<file path="config.mk">
export PLATFORM = sky130hd
export DESIGN_NAME = wptr_full_sync
export DESIGN_NICKNAME = d
export VERILOG_FILES = /design/src/rtl/wptr_full_sync.sv
export SDC_FILE = /design/constraint.sdc
export NUM_CORES = 1
export LEC_CHECK = 0
export ABC_CLOCK_PERIOD_IN_PS = 5610
export CORE_UTILIZATION = 35
export CTS_CLUSTER_SIZE = 10
export DETAILED_ROUTE_END_ITERATION = 7
export DONT_BUFFER_PORTS = 1
export HOLD_SLACK_MARGIN = 0.05
export PLACE_DENSITY = 0.47
export SLEW_MARGIN = 40
export SYNTH_ARGS = -nofsm -noshare
export SYNTH_HDL_FRONTEND = slang
export SYNTH_SLANG_ARGS = --single-unit
</file>
<file path="constraint.sdc">
create_clock -name wclk -period 5.61 [get_ports wclk]
set_input_delay 0 -clock wclk [delete_from_list [all_inputs] [get_ports wclk]]
set_output_delay 0 -clock wclk [all_outputs]
set_load 0.05 [all_outputs]
</file>
<file path="src/rtl/wptr_full_sync.sv">
// Write-side pointer, full flag and fill level for the async FIFO (wclk domain).
// Optional sticky overflow flag enabled by defining WPTR_OVERFLOW_DETECT_EN.
module wptr_full_sync #(
    parameter int ADDRSIZE           = 6,
    parameter int ALMOST_FULL_THRESH = 2
) (
    input  logic                wclk,
    input  logic                wrst,
    input  logic                winc,
    input  logic [ADDRSIZE:0]   rptr_async,
    input  logic                wovf_clr,
    output logic                wen,
    output logic [ADDRSIZE-1:0] waddr,
    output logic [ADDRSIZE:0]   wbin,
    output logic [ADDRSIZE:0]   wptr,
    output logic [ADDRSIZE:0]   wq2_rptr,
    output logic                wfull,
    output logic                almost_full,
    output logic [ADDRSIZE:0]   wcount,
    output logic                woverflow
);

    localparam logic [ADDRSIZE:0] DEPTH = {1'b1, {ADDRSIZE{1'b0}}};
    localparam int AF_INT = (1 << ADDRSIZE) - ALMOST_FULL_THRESH;
    localparam logic [ADDRSIZE:0] AF_LEVEL = AF_INT[ADDRSIZE:0];

    function automatic logic [ADDRSIZE:0] bin_to_gray(input logic [ADDRSIZE:0] b);
        return b ^ (b >> 1);
    endfunction

    function automatic logic [ADDRSIZE:0] gray_to_bin(input logic [ADDRSIZE:0] g);
        logic [ADDRSIZE:0] b;
        b[ADDRSIZE] = g[ADDRSIZE];
        for (int i = ADDRSIZE - 1; i >= 0; i--) begin
            b[i] = b[i+1] ^ g[i];
        end
        return b;
    endfunction

    logic [ADDRSIZE:0] wq1_rptr;
    logic [ADDRSIZE:0] wbinnext;
    logic [ADDRSIZE:0] wgraynext;
    logic [ADDRSIZE:0] rbin_s;
    logic [ADDRSIZE:0] fill_next;
    logic [ADDRSIZE:0] full_cmp;
    logic              wfull_next;
    logic              af_next;

    assign wen   = winc & ~wfull;
    assign waddr = wbin[ADDRSIZE-1:0];

    // Next pointer, full compare and fill level derived from the synced read pointer.
    always_comb begin
        wbinnext   = wbin + {{ADDRSIZE{1'b0}}, wen};
        wgraynext  = bin_to_gray(wbinnext);
        full_cmp   = {~wq2_rptr[ADDRSIZE:ADDRSIZE-1], wq2_rptr[ADDRSIZE-2:0]};
        wfull_next = (wgraynext == full_cmp);
        rbin_s     = gray_to_bin(wq2_rptr);
        fill_next  = wbinnext - rbin_s;
        af_next    = (fill_next >= AF_LEVEL) && (fill_next != DEPTH);
    end

    // Two-flop synchronizer bringing the Gray read pointer into wclk.
    always_ff @(posedge wclk) begin
        if (wrst) begin
            wq1_rptr <= '0;
            wq2_rptr <= '0;
        end else begin
            wq1_rptr <= rptr_async;
            wq2_rptr <= wq1_rptr;
        end
    end

    // Write pointers and registered status flags.
    always_ff @(posedge wclk) begin
        if (wrst) begin
            wbin        <= '0;
            wptr        <= '0;
            wfull       <= 1'b0;
            almost_full <= 1'b0;
            wcount      <= '0;
        end else begin
            wbin        <= wbinnext;
            wptr        <= wgraynext;
            wfull       <= wfull_next;
            almost_full <= af_next;
            wcount      <= fill_next;
        end
    end

`ifdef WPTR_OVERFLOW_DETECT_EN
    // Sticky overflow; a new write-while-full wins over a clear in the same cycle.
    always_ff @(posedge wclk) begin
        if (wrst) begin
            woverflow <= 1'b0;
        end else if (winc & wfull) begin
            woverflow <= 1'b1;
        end else if (wovf_clr) begin
            woverflow <= 1'b0;
        end
    end
`else
    logic unused_ovf_clr;
    assign unused_ovf_clr = wovf_clr;
    assign woverflow      = 1'b0;
`endif

endmodule

</file>
# [Yosys cells after proc, flatten, opt, wreduce, memory -nomap -nowiden]
# Cells that the tools add are included.
[totals] register_bits=37 latchBits=0 mem_bits_rw=0 mem_bits_ro=0 inputBits=11 output_inout_bits=38 wordCells=23 memories=0
[op_classes] n_addsub=2 multipliers=0 div_mod_pow=0 n_lt_le_gt_ge=1 n_eq_ne=2 shifts=0 n_mux=0 n_bitwise=10 reduce_logical=1
[op_table] cell="$add 7x1->7" count=1
[op_table] cell="$eq 7x7->1" count=1
[op_table] cell="$ge 7x6->1 const B" count=1
[op_table] cell="$ne 7x7->1 const B" count=1
[op_table] cell="$sub 7x7->7" count=1
[op_table] cell="$xor 7x6->7" count=1
[op_table] cell="$xor 1x1->1" count=6
[op_table] cell="$not 2->2" count=1
[op_table] cell="$and 1x1->1" count=1
[op_table] cell="$logic_and 1x1->1" count=1
[op_table] cell="$not 1->1" count=1

# [Depth between registers and ports, before layout]
[logic_depth] word_depth=9 depth_mapped=13 mapped_depth_nobuf=12

# [Worst setup path after synthesis]
# OpenSTA, ideal clock, no wires.
[synth_timing] path_kind="register to register" startpoint="register wfull" endpoint="register almost_full" setup_ps=131 arrival_time_ps=3532 t_required_ps=5479 path_slack_ps=1948 stages_incl_launch_ff=14 n_path_buf=1 period_less_slack_ps=3662 cell_sequence="dfxtp_1 > nor2b_1 > ha_1 > ha_1 > buf_6 > nand3_1 > xor2_1 > inv_1 > ha_1 > and3b_1 > a211oi_1 > o211ai_1 > nor4_1 > o31ai_1"
[synth_between] elab_chain_cells=6 elab_cells_between_ends=7 classes_between="2 x add/sub; 1 x order compare; 1 x eq/ne; 2 x bitwise; 1 x reduce/logical"
[synth_rtl] item="start, declared" line="17" rtl="output logic wfull,"
[synth_rtl] item="start signal, assigned" line="85" rtl="wfull <= wfull_next;"
[synth_rtl] item="$not 1->1 *" line="49" rtl="assign wen = winc & ~wfull;"
[synth_rtl] item="$and 1x1->1 *" line="49"
[synth_rtl] item="via wen" line="12" rtl="output logic wen,"
[synth_rtl] item="$add 7x1->7 *" line="54" rtl="wbinnext = wbin + {{ADDRSIZE{1'b0}}, wen};"
[synth_rtl] item="via wbinnext[4]" line="41" rtl="logic [ADDRSIZE:0] wbinnext;"
[synth_rtl] item="$sub 7x7->7 *" line="59" rtl="fill_next = wbinnext - rbin_s;"
[synth_rtl] item="$ge 7x6->1 / $ne 7x7->1 (equally long branches)" line="60" rtl="af_next = (fill_next >= AF_LEVEL) && (fill_next != DEPTH);"
[synth_rtl] item="$logic_and 1x1->1 *" line="60"
[synth_rtl] item="end signal, assigned" line="86" rtl="almost_full <= af_next;"
[synth_rtl] item="end, declared" line="18" rtl="output logic almost_full,"
# The timed path passes the listed nets; every way through them passes the cells marked *.
# A chain may end at the register's enable or synchronous reset.

# [Final worst setup path]
[layout_timing] startpoint="register wq2_rptr[6]" endpoint="register almost_full"
[layout_between] elab_chain_cells=9 elab_cells_between_ends=10 classes_between="1 x add/sub; 1 x order compare; 1 x eq/ne; 6 x bitwise; 1 x reduce/logical"
[layout_rtl] item="start, declared" line="16" rtl="output logic [ADDRSIZE:0] wq2_rptr,"
[layout_rtl] item="start signal, assigned" line="70" rtl="wq2_rptr <= wq1_rptr;"
[layout_rtl] item="$xor 1x1->1 (6 in a row)" line="35" rtl="b[i] = b[i+1] ^ g[i];"
[layout_rtl] item="$sub 7x7->7 *" line="59"
[layout_rtl] item="$ge 7x6->1 / $ne 7x7->1 (equally long branches)" line="60"
[layout_rtl] item="$logic_and 1x1->1 *" line="60"
# Mark *: on every way between the ends. The rest lies on a longest branch, timed or not.

==> metrics.md <==
| Metric | Value |
|---|---|
| Dpl cell area | 1850 µm² |
| Slew Viols, Final | 0 |
| Share of layout cells above drive strength 1 | 0.135 |
| VDD IR-drop max | 107 µV |
| Total gr overflow | 0 |
| Predominant post-synthesis flop cell | dfxtp_1 |
| Mux contribution to synthesized area | 0.00547 |
| NetSw | 247 µW |
| Max Freq | 271 MHz |
| Post-Layout Inst Area | 2080 µm² |
| Inserted Clock Buffers | 5 |
| Die span in y | 74.3 µm |
| Sequential share of the synthesized area | 0.394 |
| DRT Pass-1 Iters | 4 |
| Main combinational cell family by area after synthesis | XOR/XNOR gates |
| First-pass GRT wire length | 5.58 mm |
| CP max stage delay | 720 ps |
| P_leak | 0.000831 µW |
| Crit end category | flip-flop |
| Post-Syn Nets | 206 |
| Total number of H-tree levels | 2 |
| Resize count post-CTS | 0 |
| Vias in the first global route | 1169 |
| Pre-CTS setup slack | 1870 ps |
| Sw frac | 0.344 |
| CP bufs+invs | 0 |
| Synth area leader | dfxtp_1 |
| Largest cells by area after synthesis | dfxtp_1, xnor2_1, nor2b_1, ha_1, nor2_1 |
| Worst Setup Start Kind | flip-flop |
| Minimum clock period | 3690 ps |
| FFs w/ async S/R, synth | 0 |
| Worst Slack Setup Final | 1920 ps |
| Outcome | finished clean |
| Cells along the critical path | xnor3_2 -> xor2_2 -> xor2_2 -> xor2_2 -> xnor2_1 -> ha_1 -> fa_1 -> nand2b_1 -> a211oi_1 -> o22ai_1 -> xnor2_1 -> o31ai_1 |
| CTS tree | done |
| ANT cells | 0 |
| Worst EP arrival | 3880 ps |
| Effective utilization at floorplan | 0.375 |
| Clk Latency, worst-skew pair | 280 ps |
| RD Place Congestion | 0.896 |
| Sequential share of power | 0.501 |
| Clk buf depth | 2 |
| CTS Root Cell | clkbuf_8 |
| Drt drc | 0 |
| Hold Fails Final Rpt | 0 |
| Design Power | 719 µW |
| Crit path top cell by count | xor2_2 |
| Gr usage total | 0.138 |
| Setup TNS | 0 ps |
| Critical path required time | 5800 ps |
| Row count | 25 |
| Number of buffers added for setup after CTS | 0 |
| Core Box Area | 4880 µm² |
| Final setup viols | 0 |
| Largest net degree at the start of global routing | 38 |
| Post-DP HPWL | 2.45 mm |
| Measured slew at the worst slew-check pin | 660 ps |
| Fin crit share | 0.658 |
| Compound-Gate Fraction of Synth Area | 0.0725 |
| CTS sink cnt | 36 |
| DR iter-0 viols | 36 |
| Crit-path slowest cell | dfxtp_1 |
| Synthesis Warnings | 0 |
| Cells after synthesis | 186 |
| Clk_skew | 1.84 ps |
| Area growth syn-to-layout | 13.4% |
| Mean area per synthesized cell | 9.84 µm² |
| Netlist cell types | 44 |
| Synth Area in XOR/XNOR | 0.198 |
| Comb power frac | 0.194 |
| Initial antenna violation count | 0 |
| Clock Power Share | 0.304 |
| Worst path top cell family by delay | XOR/XNOR gates |
| Total wire length | 3.27 mm |
| Synth top cells by count | dfxtp_1, nor2_1, nor2b_1, xnor2_1, buf_4 |
| Hold_buf cts | 11 |
| Die ar. | 5520 µm² |
| P_int | 472 µW |
| Port Buffers | 0 |
| Die Width | 74.3 µm |
| Unrepaired setup endpoints after global routing | false |
| Pwr Density | 346 nW/µm² |
| Slew HR | 0.559 |
| Cell with the most instances after synthesis | dfxtp_1 |
| Setup CP Type | reg -> reg |
| Via density | 4.54 |
| Routed length per instance | 12.6 µm |
| Routed Antenna Nets | 0 |
| Max Cap Violations | 0 |
| Routed via count | 1180 |
| Final #Nets | 212 |
| Clock Pin Slew Worst Setup and Hold Paths | 70 ps |
| Yosys top cell area share | 0.394 |
| Flops & latches, synth | 36 |
| Synth Area in Simple Gates | 0.189 |
| Hold Path Class | in -> out |
| Number of enable flip-flop cells after synthesis | 0 |
| Synth Area in Adders | 0.0656 |
| I/O pin count | 49 |
| Post-Syn Area | 1830 µm² |
| CP max FO | 4 |
[layout by cell type (no fill, tap or decap), types with 2 or more instances in the layout]
master         Yosys  layout
clkbuf_8           0       5
ha_1               8       8
dfxtp_1           36      33
xor2_1             5       5
nor2_1            23      23
dlygate4sd3_1      0      10
nand3_1            4       4
inv_1              7       7
nor4_1             2       2
buf_4              9       5
nor2b_1           21      21
nand2b_1           3       3
a211oi_1           2       2
a21oi_1            7       7
xnor2_1           16      16
dfxtp_2            0       3
nand4_1            2       2
o21ai_0            3       3
xnor2_2            2       2
nand2_1            3       3
xor2_2             3       3
[worst paths after layout]
kind / startpoint / end / slack (ps) / cells after the start
setup / recovery: wq2_rptr[6] / almost_full / 1920 / 12
hold / removal: winc / wen / 300 / 2
setup reg to reg: wq2_rptr[6] / almost_full / 1920 / 12
hold reg to reg: wq1_rptr[2] / wq2_rptr[2] / 430 / 1
[kinds of logic after synthesis]
logic type / Yosys count
adder cells (fa/ha/maj): 9
AND/OR/NAND/NOR: 64
XOR/XNOR: 30
flip-flops: 36
multiplexers: 1
AO/OA/AOI/OAI: 21
buffers and inverters: 24
other: 1
[worst register-to-register path, delay by kind of cell (launching register included)]
kind | cells | cell delay (ps)
AO/OA/AOI/OAI | 3 | 560
XOR/XNOR | 6 | 1520
adder cells (fa/ha/maj) | 2 | 620
flip-flops | 1 | 720
AND/OR/NAND/NOR | 1 | 180
[sequential cells by signal, indices dropped and copies added, names as in the netlist]
name	cells
wfull	1
wptr	6
wcount	7
almost_full	1
wbin	7
wq1_rptr	7
wq2_rptr	7
[through the flow]
stage / util / hold slack [ps] / std cells
floorplan: - / 128 / 186
global placement: 0.378 / 74.3 / 241
detailed placement: 0.379 / 65.8 / 241
CTS: 0.425 / 297 / 260
global route: 0.425 / 307 / 260
finish: 0.425 / 296 / 260
[power by group through the flow]
stage               Combinational, µW  Sequential (µW)  Clock, µW
floorplan                         112              364          0
global route                      158              363        241
detailed placement                129              367          0
CTS                               141              361        227
global placement                  126              367          0
finish                            140              361        219
[routing by layer]
metal | vias up | GRT usage | part of all wire
met4 | 0 | 0.0671 | 0.017
met5 | - | 0 | 0
met1 | 536 | 0.160 | 0.44
met3 | 4 | 0.0488 | 0.057
met2 | 31 | 0.228 | 0.48
li1 | 609 | - | -
[area by class of cell]
| class | instances | area, µm² |
|---|---|---|
| fill | 486 | 2800 |
| multi-input combinational | 126 | 976 |
| sequential | 36 | 724 |
| timing repair buffer | 16 | 158 |
| tap | 67 | 83.8 |
| clock buffer | 6 | 72.6 |
| clock inverter | 2 | 35.0 |
| inverter | 7 | 26.3 |
Note: power is estimated with default switching activity, not from simulation.
